===== src/rtl/sd_sector_reader_if.sv =====
// Signal bundle linking the SD write-FIFO read port, the sector reader and
// the SD card controller's byte stream.
interface sd_sector_reader_if;
   logic [7:0]  fifo_dout_p;
   logic        fifo_empty_p;
   logic [12:0] fifo_data_count_p;
   logic        fifo_rd_en_p;
   logic        flush_p;
   logic        sd_busy_p;
   logic        sector_start_p;
   logic [31:0] sector_addr_p;
   logic [7:0]  sd_byte_p;
   logic        sd_byte_valid_p;
   logic        sd_byte_ready_p;
   logic        sector_done_p;
   logic [31:0] sectors_written_p;

   modport master (
      input  fifo_dout_p, fifo_empty_p, fifo_data_count_p, flush_p, sd_busy_p, sd_byte_ready_p,
      output fifo_rd_en_p, sector_start_p, sector_addr_p, sd_byte_p, sd_byte_valid_p,
             sector_done_p, sectors_written_p
   );

   modport slave (
      output fifo_dout_p, fifo_empty_p, fifo_data_count_p, flush_p, sd_busy_p, sd_byte_ready_p,
      input  fifo_rd_en_p, sector_start_p, sector_addr_p, sd_byte_p, sd_byte_valid_p,
             sector_done_p, sectors_written_p
   );
endinterface


===== src/rtl/sd_sector_reader.sv =====
// Drains the SD write FIFO in whole sectors and streams each sector byte-wise
// to the SD controller; a flush writes out a partial sector padded to length.
module sd_sector_reader #(
   parameter int unsigned SECTOR_BYTES = 512,
   parameter logic [7:0]  PAD_BYTE     = 8'h00,
   parameter logic [31:0] START_ADDR   = 32'd0
) (
   input logic                clk210_p,
   input logic                reset_n_p,
   sd_sector_reader_if.master bus
);
   localparam int unsigned    CW   = (SECTOR_BYTES > 1) ? $clog2(SECTOR_BYTES) : 1;
   localparam logic [CW-1:0]  LAST = CW'(SECTOR_BYTES - 1);
   localparam logic [12:0]    FULL = 13'(SECTOR_BYTES);

   typedef enum logic [2:0] {IDLE, ARM, RD, CAP, SEND, PAD, DONE} state_t;

   state_t        state, state_nx;
   logic [CW-1:0] cnt;
   logic          fl;
   logic          padded;
   logic [7:0]    hold;
   logic [31:0]   addr;
   logic [31:0]   written;

   assign bus.sector_addr_p     = addr;
   assign bus.sectors_written_p = written;

   always_comb begin
      state_nx            = state;
      bus.fifo_rd_en_p    = 1'b0;
      bus.sector_start_p  = 1'b0;
      bus.sd_byte_valid_p = 1'b0;
      bus.sector_done_p   = 1'b0;
      bus.sd_byte_p       = hold;
      case (state)
         IDLE: begin
            if (bus.fifo_data_count_p >= FULL ||
                ((bus.flush_p || fl) && !bus.fifo_empty_p))
               state_nx = ARM;
         end
         ARM: begin
            if (!bus.sd_busy_p) begin
               bus.sector_start_p = 1'b1;
               state_nx           = RD;
            end
         end
         RD: begin
            if (!bus.fifo_empty_p) begin
               bus.fifo_rd_en_p = 1'b1;
               state_nx         = CAP;
            end else if (fl) begin
               state_nx = PAD;
            end
         end
         CAP: state_nx = SEND;
         SEND: begin
            bus.sd_byte_valid_p = 1'b1;
            if (bus.sd_byte_ready_p)
               state_nx = (cnt == LAST) ? DONE : RD;
         end
         PAD: begin
            bus.sd_byte_valid_p = 1'b1;
            bus.sd_byte_p       = PAD_BYTE;
            if (bus.sd_byte_ready_p && cnt == LAST)
               state_nx = DONE;
         end
         DONE: begin
            bus.sector_done_p = 1'b1;
            state_nx          = IDLE;
         end
         default: state_nx = IDLE;
      endcase
   end

   always_ff @(posedge clk210_p) begin
      if (!reset_n_p) begin
         state   <= IDLE;
         cnt     <= '0;
         fl      <= 1'b0;
         padded  <= 1'b0;
         hold    <= '0;
         addr    <= START_ADDR;
         written <= '0;
      end else begin
         state <= state_nx;
         case (state)
            IDLE: if (bus.flush_p && !bus.fifo_empty_p) fl <= 1'b1;
            ARM: begin
               if (!bus.sd_busy_p) begin
                  cnt    <= '0;
                  padded <= 1'b0;
               end
            end
            CAP:  hold <= bus.fifo_dout_p;
            SEND: if (bus.sd_byte_ready_p) cnt <= cnt + 1'b1;
            PAD: begin
               padded <= 1'b1;
               if (bus.sd_byte_ready_p) cnt <= cnt + 1'b1;
            end
            DONE: begin
               addr    <= addr + 1'b1;
               written <= written + 1'b1;
               // keep a mid-sector flush alive so leftover bytes follow as a padded sector
               if (padded || bus.fifo_empty_p) fl <= 1'b0;
            end
            default: ;
         endcase
         if (bus.flush_p && state inside {ARM, RD, CAP, SEND, PAD})
            fl <= 1'b1;
      end
   end
endmodule


===== src/flat_wrapper.sv =====
// flat-port wrapper written by rule: the top's interface ports become plain ports
module sd_sector_reader_flat 
#(
   parameter int unsigned SECTOR_BYTES = 512,
   parameter logic [7:0]  PAD_BYTE     = 8'h00,
   parameter logic [31:0] START_ADDR   = 32'd0
)
  (clk210_p, reset_n_p, bus_fifo_dout_p, bus_fifo_empty_p, bus_fifo_data_count_p, bus_flush_p, bus_sd_busy_p, bus_sd_byte_ready_p, bus_fifo_rd_en_p, bus_sector_start_p, bus_sector_addr_p, bus_sd_byte_p, bus_sd_byte_valid_p, bus_sector_done_p, bus_sectors_written_p);
  sd_sector_reader_if bus_i ();
  input logic clk210_p;
  input logic reset_n_p;
  input wire logic [$bits(bus_i.fifo_dout_p)-1:0] bus_fifo_dout_p;
  input wire logic [$bits(bus_i.fifo_empty_p)-1:0] bus_fifo_empty_p;
  input wire logic [$bits(bus_i.fifo_data_count_p)-1:0] bus_fifo_data_count_p;
  input wire logic [$bits(bus_i.flush_p)-1:0] bus_flush_p;
  input wire logic [$bits(bus_i.sd_busy_p)-1:0] bus_sd_busy_p;
  input wire logic [$bits(bus_i.sd_byte_ready_p)-1:0] bus_sd_byte_ready_p;
  output wire logic [$bits(bus_i.fifo_rd_en_p)-1:0] bus_fifo_rd_en_p;
  output wire logic [$bits(bus_i.sector_start_p)-1:0] bus_sector_start_p;
  output wire logic [$bits(bus_i.sector_addr_p)-1:0] bus_sector_addr_p;
  output wire logic [$bits(bus_i.sd_byte_p)-1:0] bus_sd_byte_p;
  output wire logic [$bits(bus_i.sd_byte_valid_p)-1:0] bus_sd_byte_valid_p;
  output wire logic [$bits(bus_i.sector_done_p)-1:0] bus_sector_done_p;
  output wire logic [$bits(bus_i.sectors_written_p)-1:0] bus_sectors_written_p;
  assign bus_i.fifo_dout_p = bus_fifo_dout_p;
  assign bus_i.fifo_empty_p = bus_fifo_empty_p;
  assign bus_i.fifo_data_count_p = bus_fifo_data_count_p;
  assign bus_i.flush_p = bus_flush_p;
  assign bus_i.sd_busy_p = bus_sd_busy_p;
  assign bus_i.sd_byte_ready_p = bus_sd_byte_ready_p;
  assign bus_fifo_rd_en_p = bus_i.fifo_rd_en_p;
  assign bus_sector_start_p = bus_i.sector_start_p;
  assign bus_sector_addr_p = bus_i.sector_addr_p;
  assign bus_sd_byte_p = bus_i.sd_byte_p;
  assign bus_sd_byte_valid_p = bus_i.sd_byte_valid_p;
  assign bus_sector_done_p = bus_i.sector_done_p;
  assign bus_sectors_written_p = bus_i.sectors_written_p;
  sd_sector_reader #(.SECTOR_BYTES(SECTOR_BYTES), .PAD_BYTE(PAD_BYTE), .START_ADDR(START_ADDR)) u_core (.clk210_p(clk210_p), .reset_n_p(reset_n_p), .bus(bus_i));
endmodule

===== config.mk =====
export PLATFORM = sky130hd
export DESIGN_NAME = sd_sector_reader_flat
export DESIGN_NICKNAME = d
export VERILOG_FILES = /design/src/rtl/sd_sector_reader_if.sv /design/src/rtl/sd_sector_reader.sv /design/src/flat_wrapper.sv
export SDC_FILE = /design/constraint.sdc
export NUM_CORES = 1
export LEC_CHECK = 0
export BUFFER_PORTS_ARGS = -buffer_cell sky130_fd_sc_hd__buf_4
export CAP_MARGIN = 15
export CORE_ASPECT_RATIO = 1.5
export CORE_UTILIZATION = 47
export DETAILED_ROUTE_END_ITERATION = 7
export GPL_TIMING_DRIVEN = 0
export HOLD_SLACK_MARGIN = 0.02
export PLACE_DENSITY_LB_ADDON = 0.05
export SYNTH_ARGS = -nofsm -noshare
export SYNTH_HDL_FRONTEND = slang
export SYNTH_SLANG_ARGS = --single-unit

===== constraint.sdc =====
create_clock -name clk210_p -period 1.82 [get_ports clk210_p]
set_input_delay 0.091 -clock clk210_p [delete_from_list [all_inputs] [get_ports clk210_p]]
set_output_delay 0.091 -clock clk210_p [all_outputs]
set_load 0.02 [all_outputs]

# Yosys cells after proc, flatten, opt, wreduce, memory -nomap -nowiden
# Cells that the tools add are included.
# op_classes
addsub	3
multipliers	0
n_div	0
order_cmp	1
n_eq_ne	15
shifts	0
mux	24
bitwise	0
reduce_logical	18
# op_table
op	count
32-bit by 1-bit adder with 32-bit output (second input constant)	2
3-bit 2-to-1 mux	7
9-bit 2-to-1 mux	2
3-bit one-hot mux with 6 select lines	1
9-bit one-hot mux with 2 select lines	1
13-bit by 10-bit greater-or-equal comparator with 1-bit output (second input constant)	1
1-bit 2-to-1 mux	10
9-bit by 1-bit adder with 9-bit output (second input constant)	1
3-bit == test (second input constant)	3
9-bit == test (second input constant)	1
8-bit 2-to-1 mux	1
3-bit by 2-bit == test with 1-bit output (second input constant)	2
2-bit by 1-bit inequality test with 1-bit output (second input constant)	3
3-bit by 1-bit inequality test with 1-bit output (second input constant)	2
3-bit AND reduction	2
5-bit AND reduction	1
5-bit nonzero test	1
1-bit logical AND	4
2-bit inequality test (second input constant)	2
1-bit one-hot mux with 2 select lines	2
2-bit nonzero test	2
3-bit by 1-bit == test with 1-bit output (second input constant)	1
3-bit zero test	1
1-bit logical OR	3
5 further kinds	5
# totals
reg_bits	86
latch_bits	0
ramBits	0
mem_bits_ro	0
word_cells	68
memories	0

# Depth between registers and ports, before layout
# Gate-level depths: netlist of the first run.
# logic_depth
depth_word	5
depth_mapped	9

# Worst setup path after synthesis of the first run
# No wires, ideal clock.
# synth_path
path_type	reg-to-reg
from	register u_core.addr[10] (netlist: u_core.bus.sector_addr_p[10])
to	register u_core.addr[30] (netlist: u_core.bus.sector_addr_p[30])
setup_ns	0.128
arrival_time_ns	1.781
path_slack_ns	-0.089
path_stages_with_launch	7
path_buffers	1
synth_period_minus_slack_ns	1.909
path_cell_list	dfxtp_1 > nand4_4 > or4_4 > buf_6 > nor4_2 > xnor2_1 > nor2_1
# synth_between
elab_chain_cells	1
# synth_rtl
element	line	text
start: declaration	sd_sector_reader.sv:23	logic [31:0] addr;
start signal: assignment	sd_sector_reader.sv:102	addr <= addr + 1'b1;
32-bit by 1-bit adder with 32-bit output	sd_sector_reader.sv:102	
# No other way between the ends.
# A chain may end at the register's enable or synchronous reset.

# Worst setup path after layout of the first run
# layout_path
from	register u_core.written[23] (netlist: u_core.bus.sectors_written_p[23])
to	register u_core.written[30] (netlist: u_core.bus.sectors_written_p[30])
# layout_between
elab_chain_cells	1
# layout_rtl
element	line	text
start: declaration	sd_sector_reader.sv:24	logic [31:0] written;
start signal: assignment	sd_sector_reader.sv:103	written <= written + 1'b1;
32-bit by 1-bit adder with 32-bit output	sd_sector_reader.sv:103	
# No other way between the ends.

==> results of run 1 <==
[per-stage QoR]
| stage | cell area [um^2] | setup slack, ns | TNS (ns) |
|---|---|---|---|
| after floorplan | 3914 | 0.03886 | 0 |
| after global placement | 4743 | -0.2482 | -3.429 |
| after detailed placement | 4743 | -0.2734 | -4.491 |
| after CTS | 5258 | 0.004031 | 0 |
| after global routing | 5543 | -0.05954 | -0.2166 |
| final | 5543 | 0.02571 | 0 |
[power breakdown]
part           total [mW]  switching, mW  internal (mW)
clock                1.72          0.670           1.05
sequential           1.99         0.0559           1.94
combinational       0.604          0.336          0.268
total                4.31           1.06           3.25
[routing by layer]
layer  vias to the layer above  wire length, um  global-route usage (%)  share of wire, %
met5                         -                0                       0                 0
met4                         0              224                   11.41               2.3
met3                        19              378                   2.960               3.9
met2                        92             5216                   39.40                53
met1                      1744             3990                   23.02                41
li1                       1848                -                       -                 -
[what timing repair did]
action	in CTS	in global routing
endpoints found under the setup margin	44	50
pin swaps	7	9
cloned	0	2
resized for setup	24	30
hold endpoints to repair	8	0
buffers inserted	9	17
hold buffers	8	0
[layout make-up]
type | instances | share of cell area (%)
Buffer | 17 | 1.919
Clock buffer | 12 | 4.266
Clock inverter | 2 | 0.6321
Inverter | 22 | 1.490
Multi-Input combinational cell | 338 | 39.16
Sequential cell | 86 | 31.63
Tap cell | 105 | 2.370
Timing Repair Buffer | 129 | 18.53
[cells in the mapped netlist]
cell type,instances,area (um^2)
dfxtp_1,86,1722
nor2_1,84,315.3
xnor2_1,44,385.4
nand2_1,34,127.6
inv_1,22,82.58
nor3_1,21,105.1
nand3_1,18,90.09
a21oi_1,17,85.08
nand4_1,15,93.84
xor2_1,14,122.6
clkbuf_1,13,48.80
and2_1,12,75.07
o21ai_0,12,60.06
mux2i_1,11,110.1
or3_1,11,68.82
and3_1,9,56.30
and4_1,7,61.31
nor4_1,6,37.54
buf_2,4,20.02
ha_1,4,50.05
nor3b_1,2,15.01
nor4_2,2,25.02
a211oi_1,1,7.510
a21oi_2,1,8.760
a31o_2,1,8.760
a32oi_1,1,8.760
and4b_1,1,10.01
buf_6,1,11.26
nand2b_1,1,6.260
nand3b_1,1,7.510
nand4_4,1,21.27
nor2b_1,1,6.260
o21a_1,1,7.510
o22ai_1,1,6.260
o31a_1,1,8.760
o32ai_1,1,8.760
or3b_2,1,8.760
or4_4,1,11.26
[how the worst min path moves through the flow]
stage | cells past startpoint | end | slack [ns]
after floorplan | 2 | u_core.state[2]$_SDFFE_PN0P_ | 0.23
after global placement | 3 | u_core.hold[4]$_SDFFE_PN0P_ | 0.32
after detailed placement | 3 | u_core.hold[1]$_SDFFE_PN0P_ | 0.33
after CTS | 3 | u_core.fl$_SDFFE_PN0P_ | 0.03
after global routing | 3 | u_core.fl$_SDFFE_PN0P_ | 0.05
final | 3 | u_core.fl$_SDFFE_PN0P_ | 0.03
[cell usage in the layout (no fill, tap or decap), drive strengths merged, types with 4 or more instances in the layout]
| master | instances |
|---|---|
| and3 | 9 |
| and2 | 12 |
| nor4 | 8 |
| nor3 | 21 |
| inv | 22 |
| o21ai | 12 |
| nor2 | 84 |
| xor2 | 14 |
| or3 | 11 |
| nand3 | 18 |
| ha | 4 |
| and4 | 7 |
| dlygate4sd3 | 8 |
| clkbuf | 25 |
| a21oi | 18 |
| nand4 | 16 |
| mux2i | 11 |
| buf | 125 |
| xnor2 | 44 |
| dfxtp | 86 |
| nand2 | 34 |
[sequential cells by signal (all words and copies together), names as in the netlist]
name,flops
u_core.bus.sector_addr_p,32
u_core.bus.sectors_written_p,32
u_core.cnt,9
u_core.hold,8
u_core.state,3
u_core.fl,1
u_core.padded,1
[logic make-up (layout without fill, tap and decap cells)]
logic type,after synthesis,in the layout,share of synthesized area (%)
AOI/OAI and AO/OA,37,37,5.383
xor gates and xnor gates,58,58,13.01
adders and majority gates,4,4,1.282
buffers and inverters,40,182,4.165
DFF,86,86,44.09
muxes,11,11,2.820
and+or+nand+nor,228,228,29.25
[critical path, stage by stage (launching register included)]
cell and delay (ns):
dfxtp_1 0.46, and4_1 0.29, nand4_1 0.25, nor4_1 0.44, xnor2_1 0.16, nor2_1 0.05
==> reports/metrics.yaml, run 1 <==
peakVddDrop_v: 0.0005692
clock_latency_ns: 0.33
status: "completed"
gp_congestion: 0.8171
fin_crit_ns: 1.794
clockBufferDepth: 2
cts.clk_slew.worst_paths_ns: 0.06
synthDistinctLibCells: 38
startpoint: "u_core.bus.sectors_written_p[23]$_SDFFE_PN0N_"
dr.pass1.iters: 4
ctsRootBufferMaster: "clkbuf_16"
syn_nets: 495
rows: 40
multi_input_area_um2: 2171
drt_iter0_drc: 147
min_path_type: "in2reg"
path_max_fanout: 7
syn_area_um2: 3905
stdcell_count: 711
via_count: 3703
ys_seq_area_share_pct: 44.09
coreArea_um2: 8008
grt_use_total_pct: 21.18
hp-start: "bus_flush_p"
synthCells: 464
skew_ns: 0.005291
die_h_um: 113.6
worstPathArrival_ns: 2.00
cts_buffers: 9
antenna_left: 0
synth_area_per_cell_um2: 8.416
rr_worst_depth: 5
crit_required_ns: 2.02
worstMarginPinSlew_ns: 0.6558
holdWs_ns: 0.03129
setup_viol: 0
drive_above_1_share_pct: 29.54
area_growth_pct: 41.94
dp_cells: 662
finalNetCount: 634
grt_pass1_wl_um: 14750
critPathLaunchType: "flip-flop"
period_share_pct: 98.59
rr_startpoint: "u_core.bus.sectors_written_p[23]$_SDFFE_PN0N_"
die_x_um: 76.43
final_util_pct: 69.22
crit_type: "reg2reg"
cts_tree: "yes"
detail_route.wl_per_cell_um: 13.80
htreeDepth: 3
overflow: 0
final_max_slew_viol_count: 0
port_buffers: 93
grt_pass1_vias: 3288
io-pin-count: 103
cts.sinks: 86
endpoint_kind: "flip-flop"
relSlewSlack_pct: 56.28
r2r_end: "u_core.bus.sectors_written_p[30]$_SDFFE_PN0N_"
rsz0062_at_grt: "yes"
diodes: 0
cp-endpoint: "u_core.bus.sectors_written_p[30]$_SDFFE_PN0N_"
antenna_found_initial: 0
fill_cells: 691
finalHoldViolations: 0
clock.fmax_mhz: 557.3
yosysWarningCount: 0
r2r_setup_slack_ns: 0.03
drc: 0
dpl.hpwl_um: 6573
regArea_um2: 1753
grt_max_degree: 13
powerDensity_nw_per_um2: 778.1
wl_um: 9809
start_util_pct: 48.77
ys_ff_latch: 86
finalPower_mw: 4.313
maxCapViolCount: 0
p_leak_nw: 2.259
dieArea_um2: 8685
vias_per_cell: 5.208
No activity file was read; power rests on OpenSTA's default activity.
==> inputs of run 2 (changes only) <==
--- a/config.mk
+++ b/config.mk
@@ -9,6 +9,7 @@
 export CAP_MARGIN = 15
 export CORE_ASPECT_RATIO = 1.5
 export CORE_UTILIZATION = 47
+export CTS_BUF_LIST = sky130_fd_sc_hd__clkbuf_16
 export DETAILED_ROUTE_END_ITERATION = 7
 export GPL_TIMING_DRIVEN = 0
 export HOLD_SLACK_MARGIN = 0.02
==> run 2 against run 1 <==
  * The flow now finishes with violations (setup timing)
  * Non-clock buffer count down 13
  * Global-route usage about the same
  * Sequential share of layout area up 0.46 points
  * Core utilization down 1.1 points
  * Clock skew about the same
  * Clock power about the same
  * Maximum frequency down 1.5%
  * Sequential cell count unchanged
  * Via count down 1.2%
  * Cell count down 1.7%
==> reports/metrics.yaml, run 2 (synthesis gave the netlist of run 1 again) <==
area_growth_pct: 39.60
violations: "setup timing"
diodes: 0  # unchanged
via_count: 3659  # -1.2%
dpl.hpwl_um: 6573  # unchanged
clock.fmax_mhz: 548.7  # -1.5%
setup_viol: 1  # +1
worstPathArrival_ns: 2.08  # +0.08 ns
clock_latency_ns: 0.33  # about the same
detail_route.wl_per_cell_um: 13.91  # +0.84%
die_x_um: 76.43  # unchanged
mostFrequentLayoutCells: "107 x buf_4, 84 x nor2_1, 76 x dfxtp_1"
powerDensity_nw_per_um2: 785.8  # +0.99%
htreeDepth: 3  # unchanged
clockBufferDepth: 2  # unchanged
fin_crit_ns: 1.823  # +0.02823 ns
cp_common_cell: "and3_4"
dp_slack_ns: -0.2734  # unchanged
peakVddDrop_v: 0.0005653  # -0.70%
grt_pass1_vias: 3302  # +0.43%
grt_pass1_wl_um: 14780  # +0.18%
relSlewSlack_pct: 55.70  # -0.58 points
grt_max_degree: 13  # unchanged
drive_above_1_share_pct: 28.62  # -0.92 points
cts.clk_slew.worst_paths_ns: 0.06  # about the same
holdWs_ns: 0.03045  # -0.0008455 ns
worstMarginPinSlew_ns: 0.6645  # +0.008723 ns
finalSetupTns_ns: -0.002517  # -0.002517 ns
ctsRootBufferMaster: "clkbuf_16"
mostFrequentLayoutCell: "buf_4"
worst_slack_ns: -0.002517  # -0.02823 ns
endpoint_kind: "flip-flop"
port_buffers: 93  # unchanged
critPathLaunchType: "flip-flop"
cts_buffers: 9  # unchanged
regArea_um2: 1749  # -0.21%
fill_cells: 698  # +1.0%
clkPwrFrac_pct: 39.9  # about the same
start_util_pct: 48.77  # unchanged
cts.sinks: 86  # unchanged
finalNetCount: 622  # -1.9%
rows: 40  # unchanged
die_h_um: 113.6  # unchanged
r2r_setup_slack_ns: -0.003  # -0.03 ns
wl_um: 9724  # -0.87%
grt_use_total_pct: 21.22  # +0.034 points
maxCapViolCount: 0  # unchanged
dieArea_um2: 8685  # unchanged
multi_input_area_um2: 2196  # +1.2%
min_path_type: "in2reg"
p_sw_share_pct: 25.03  # +0.41 points
p_leak_nw: 2.204  # -2.4%
antenna_found_initial: 0  # unchanged
antenna_left: 0  # unchanged
period_share_pct: 100.1  # +1.6 points
path_max_fanout: 4  # -3
rsz0062_at_grt: "yes"
overflow: 0  # unchanged
p_switching_mw: 1.072  # +0.99%
dr.pass1.iters: 4  # unchanged
crit_type: "reg2reg"
crit_required_ns: 2.08  # +0.06 ns
gp_congestion: 0.8171  # unchanged
cp_cell_sequence: "and3_4 -> and3_4 -> and3_1 -> ha_2 -> nor2b_1 -> a21oi_1 -> o22ai_2 -> a21oi_2 -> mux2i_1"
p_int_mw: 3.211  # -1.2%
io-pin-count: 103  # unchanged
cts_tree: "yes"
vias_per_cell: 5.235  # +0.51%
final_max_slew_viol_count: 0  # unchanged
status: "finished with violations"
drt_iter0_drc: 131  # -11%
seqPwrFrac_pct: 46.4  # +0.2 points
pwr-share-comb_pct: 13.7  # -0.3 points
coreArea_um2: 8008  # unchanged
path_buf_inv: 0  # unchanged
crit_slowest_cell: "dfxtp_2"
skew_ns: 0.005404  # +0.0001128 ns
drc: 0  # unchanged
crit_family: "simple AND/OR/NAND/NOR gates"
finalHoldViolations: 0  # unchanged
cp_slowest_stage_delay_ns: 0.35  # -0.11 ns
[run 2: cell types whose count changed in the layout (fill, tap and decap cells not counted), moves of 3 or more]
cell and delta:
buf_4 -12, clkbuf_1 -3, inv_1 +3, nor3_1 -3, nor3_2 +3
[run 2: layer usage]
metal,routed length (um),GRT usage (%),share of wire [%]
met5,0,0,0
met4,218,11.41,2.2
met3,394,2.960,4.1
met2,5213,39.52,54
met1,3896,23.02,40
[run 2: layout make-up]
cell class | instances | area share (%)
clock inverters | 5 | 0.8492
repair buffers | 117 | 16.87
plain buffers | 16 | 1.859
multi-input cells | 339 | 40.28
flip-flops and latches | 86 | 32.09
clock buffers | 9 | 4.131
well taps | 105 | 2.410
inverters | 22 | 1.515
[run 2: worst paths after layout]
check | from | to | depth (start not counted)
worst max-delay path | u_core.cnt[2]$_SDFFE_PN0P_ | u_core.state[0]$_SDFFE_PN0P_ | 9
worst min-delay path | bus_flush_p | u_core.fl$_SDFFE_PN0P_ | 3
worst max register to register | u_core.cnt[2]$_SDFFE_PN0P_ | u_core.state[0]$_SDFFE_PN0P_ | 9
worst min register to register | u_core.padded$_SDFFE_PN0P_ | u_core.padded$_SDFFE_PN0P_ | 2
[run 2: worst register-to-register path, stage by stage (launching register included)]
cell and delay (ns):
dfxtp_2 0.35, and3_4 0.19, and3_4 0.19, and3_1 0.18, ha_2 0.19, nor2b_1 0.04
a21oi_1 0.14, o22ai_2 0.10, a21oi_2 0.18, mux2i_1 0.19
[run 2: timing repair]
item,4_1_cts,5_1_grt
gates cloned,0,2
pin swaps,7,10
hold buffers,8,0
setup endpoints to repair,44,52
endpoints found under the hold margin,8,0
buffers inserted,9,6
gates resized for setup,23,31
[run 2: metrics by stage]
| step | utilization, % | instance area [um^2] | instances | total power, mW |
|---|---|---|---|---|
| floorplan | - | 3914 | 464 | 2.399 |
| finish | 68.08 | 5451 | 699 | 4.284 |
| detailed placement | 59.23 | 4743 | 662 | 2.563 |
| CTS | 65.64 | 5256 | 693 | 4.301 |
| global placement | 59.23 | 4743 | 662 | 2.554 |
| global route | 68.08 | 5451 | 699 | 4.468 |
[run 2: power by group through the flow]
stage               registers, mW  clock network [mW]  logic [mW]
floorplan                    2.00                   0       0.395
global placement             2.01                   0       0.544
detailed placement           2.01                   0       0.552
CTS                          1.97                1.74       0.592
global route                 2.00                1.83       0.639
finish                       1.99                1.71       0.586
==> inputs of run 3 (changes only) <==
--- a/config.mk
+++ b/config.mk
@@ -13,7 +13,8 @@
 export DETAILED_ROUTE_END_ITERATION = 7
 export GPL_TIMING_DRIVEN = 0
 export HOLD_SLACK_MARGIN = 0.02
-export PLACE_DENSITY_LB_ADDON = 0.05
+export PLACE_DENSITY = 0.86
+export SETUP_SLACK_MARGIN = 0.4
 export SYNTH_ARGS = -nofsm -noshare
 export SYNTH_HDL_FRONTEND = slang
 export SYNTH_SLANG_ARGS = --single-unit
==> run 3 against run 2 <==
  * The run still ends with setup timing left
  * Sequential cell count is the same
  * Maximum frequency is 3.7% lower
  * Clock-buffer cell count up 1
  * Total power rose by 13%
  * Clock skew is 0.0024 ns higher
  * First-iteration DRC count increased by 120%
  * Global-route usage increased by 7.5 points
  * Core utilization grew 15 points
  * Highest routed layer unchanged
==> reports/metrics.yaml, run 3 (synthesis gave the netlist of run 1 again) <==
fin_crit_ns: 1.892  # +0.06932 ns
detail_route.wl_per_cell_um: 19.02  # +37%
grt_use_total_pct: 28.68  # +7.5 points
skew_ns: 0.007848  # +0.002444 ns
grt_max_degree: 14  # +1
htreeDepth: 3  # unchanged
area_growth_pct: 69.34
drive_above_1_share_pct: 50.47  # +22 points
relSlewSlack_pct: 49.69  # -6.0 points
drc: 0  # unchanged
io-pin-count: 103  # unchanged
clockBufferDepth: 2  # unchanged
overflow: 0  # unchanged
p_leak_nw: 2.984  # +35%
dp_slack_ns: -0.2584  # +0.01503 ns
endpoint_kind: "flip-flop"
antenna_found_initial: 0  # unchanged
dr.pass1.iters: 5  # +1
cts.sinks: 86  # unchanged
die_h_um: 113.6  # unchanged
cts.clk_slew.worst_paths_ns: 0.06  # about the same
rsz0062_at_grt: "yes"
status: "finished with violations"
final_util_pct: 82.58  # +15 points
start_util_pct: 48.77  # unchanged
finalNetCount: 669  # +7.6%
clock.fmax_mhz: 528.6  # -3.7%
mostFrequentLayoutCells: "109 x buf_4, 77 x nor2_1, 46 x dfxtp_1"
final_max_slew_viol_count: 0  # unchanged
gp_congestion: 0.8874  # +8.6%
cts_tree: "yes"
period_share_pct: 103.9  # +3.8 points
ctsRootBufferMaster: "clkbuf_16"
holdWs_ns: 0.04244  # +0.01199 ns
drt_iter0_drc: 284  # +120%
port_buffers: 93  # unchanged
setup_viol: 6  # +5
min_path_type: "in2reg"
finalInstanceArea_um2: 6613  # +21%
diodes: 0  # unchanged
maxCapViolCount: 0  # unchanged
crit_required_ns: 2.04  # -0.04 ns
worstPathArrival_ns: 2.11  # +0.03 ns
via_count: 4194  # +15%
cts_buffers: 9  # unchanged
critPathLaunchType: "flip-flop"
die_x_um: 76.43  # unchanged
antenna_left: 0  # unchanged
crit_type: "reg2reg"
powerDensity_nw_per_um2: 732.0  # -6.8%
grt_pass1_wl_um: 19510  # +32%
vias_per_cell: 5.614  # +7.3%
worst_slack_ns: -0.07184  # -0.06932 ns
rows: 40  # unchanged
dieArea_um2: 8685  # unchanged
coreArea_um2: 8008  # unchanged
violations: "setup timing"
finalHoldViolations: 0  # unchanged
worstMarginPinSlew_ns: 0.7546  # +0.09009 ns
dpl.hpwl_um: 6997  # +6.5%
wl_um: 14210  # +46%
mostFrequentLayoutCell: "buf_4"
peakVddDrop_v: 0.0006383  # +13%
placed_area_um2: 5017  # +5.8%
grt_pass1_vias: 4152  # +26%
finalPower_mw: 4.840  # +13%
path_max_fanout: 4  # unchanged
clock_latency_ns: 0.35  # +0.02 ns
## run 3: changes by cell type in the layout (fill, tap and decap cells not counted), sizes merged
| cell | before | now |
|---|---|---|
| buf | 113 | 160 |
| inv | 25 | 24 |
| clkinv | 1 | 3 |
| clkbuf | 21 | 22 |
| nand2 | 34 | 35 |
| bufinv | 1 | 0 |
| a21oi | 19 | 18 |
## run 3: repair_timing
| action | in CTS | in global routing |
|---|---|---|
| endpoints found under the setup margin | 83 | 91 |
| endpoints found under the hold margin | 8 | 0 |
| cloned | 3 | 2 |
| buffers inserted | 38 | 19 |
| hold buffers | 8 | 0 |
| gates resized for setup | 88 | 95 |
| pin swaps | 47 | 43 |
## run 3: per-stage QoR
| stage | TNS [ns] | std cells |
|---|---|---|
| 2_1_floorplan | 0 | 464 |
| 3_3_place_gp | -1.078 | 662 |
| 3_5_place_dp | -1.308 | 662 |
| 4_1_cts | 0 | 726 |
| 5_1_grt | -0.8885 | 747 |
| 6_report | -0.1638 | 747 |
## run 3: report_power, final
group	leakage, nW	internal [mW]	switching (mW)
Clock	0.142	0.986	0.753
Sequential	0.717	1.92	0.0479
Combinational	2.12	0.577	0.550
## run 3: cell type report
| type | count | area [um^2] |
|---|---|---|
| Clock inverter | 5 | 23.77 |
| Multi-Input combinational cell | 339 | 2719 |
| Tap cell | 105 | 131.4 |
| Inverter | 22 | 87.58 |
| Fill cell | 432 | 1395 |
| Clock buffer | 10 | 250.2 |
| Timing Repair Buffer | 162 | 1429 |
| Buffer | 18 | 172.7 |
| Sequential cell | 86 | 1799 |
## run 3: final timing paths
kind                                                 startpoint  slack, ns                                            end  depth (start not counted)
setup / recovery      u_core.bus.sector_addr_p[12]$_SDFFE_PN0N_      -0.07      u_core.bus.sector_addr_p[27]$_SDFFE_PN0N_                          6
hold / removal                                      bus_flush_p       0.04                         u_core.fl$_SDFFE_PN0P_                          3
setup reg to reg      u_core.bus.sector_addr_p[12]$_SDFFE_PN0N_      -0.07      u_core.bus.sector_addr_p[27]$_SDFFE_PN0N_                          6
hold reg to reg   u_core.bus.sectors_written_p[11]$_SDFFE_PN0N_       0.49  u_core.bus.sectors_written_p[11]$_SDFFE_PN0N_                          2
## run 3: routing by layer
| layer | up-vias | track usage (%) | share of wire (%) |
|---|---|---|---|
| met3 | 56 | 5.040 | 4.3 |
| li1 | 1921 | - | - |
| met2 | 183 | 53.45 | 54 |
| met1 | 2034 | 29.26 | 37 |
| met5 | - | 0 | 0 |
| met4 | 0 | 18.46 | 5.2 |
## run 3: worst max-delay path: stages, from the launching register on
cell and delay, ns:
dfxtp_4 0.37, nand4_4 0.13, or4_4 0.62, buf_4 0.18, nor4_4 0.26, xnor2_1 0.16
nor2_1 0.05
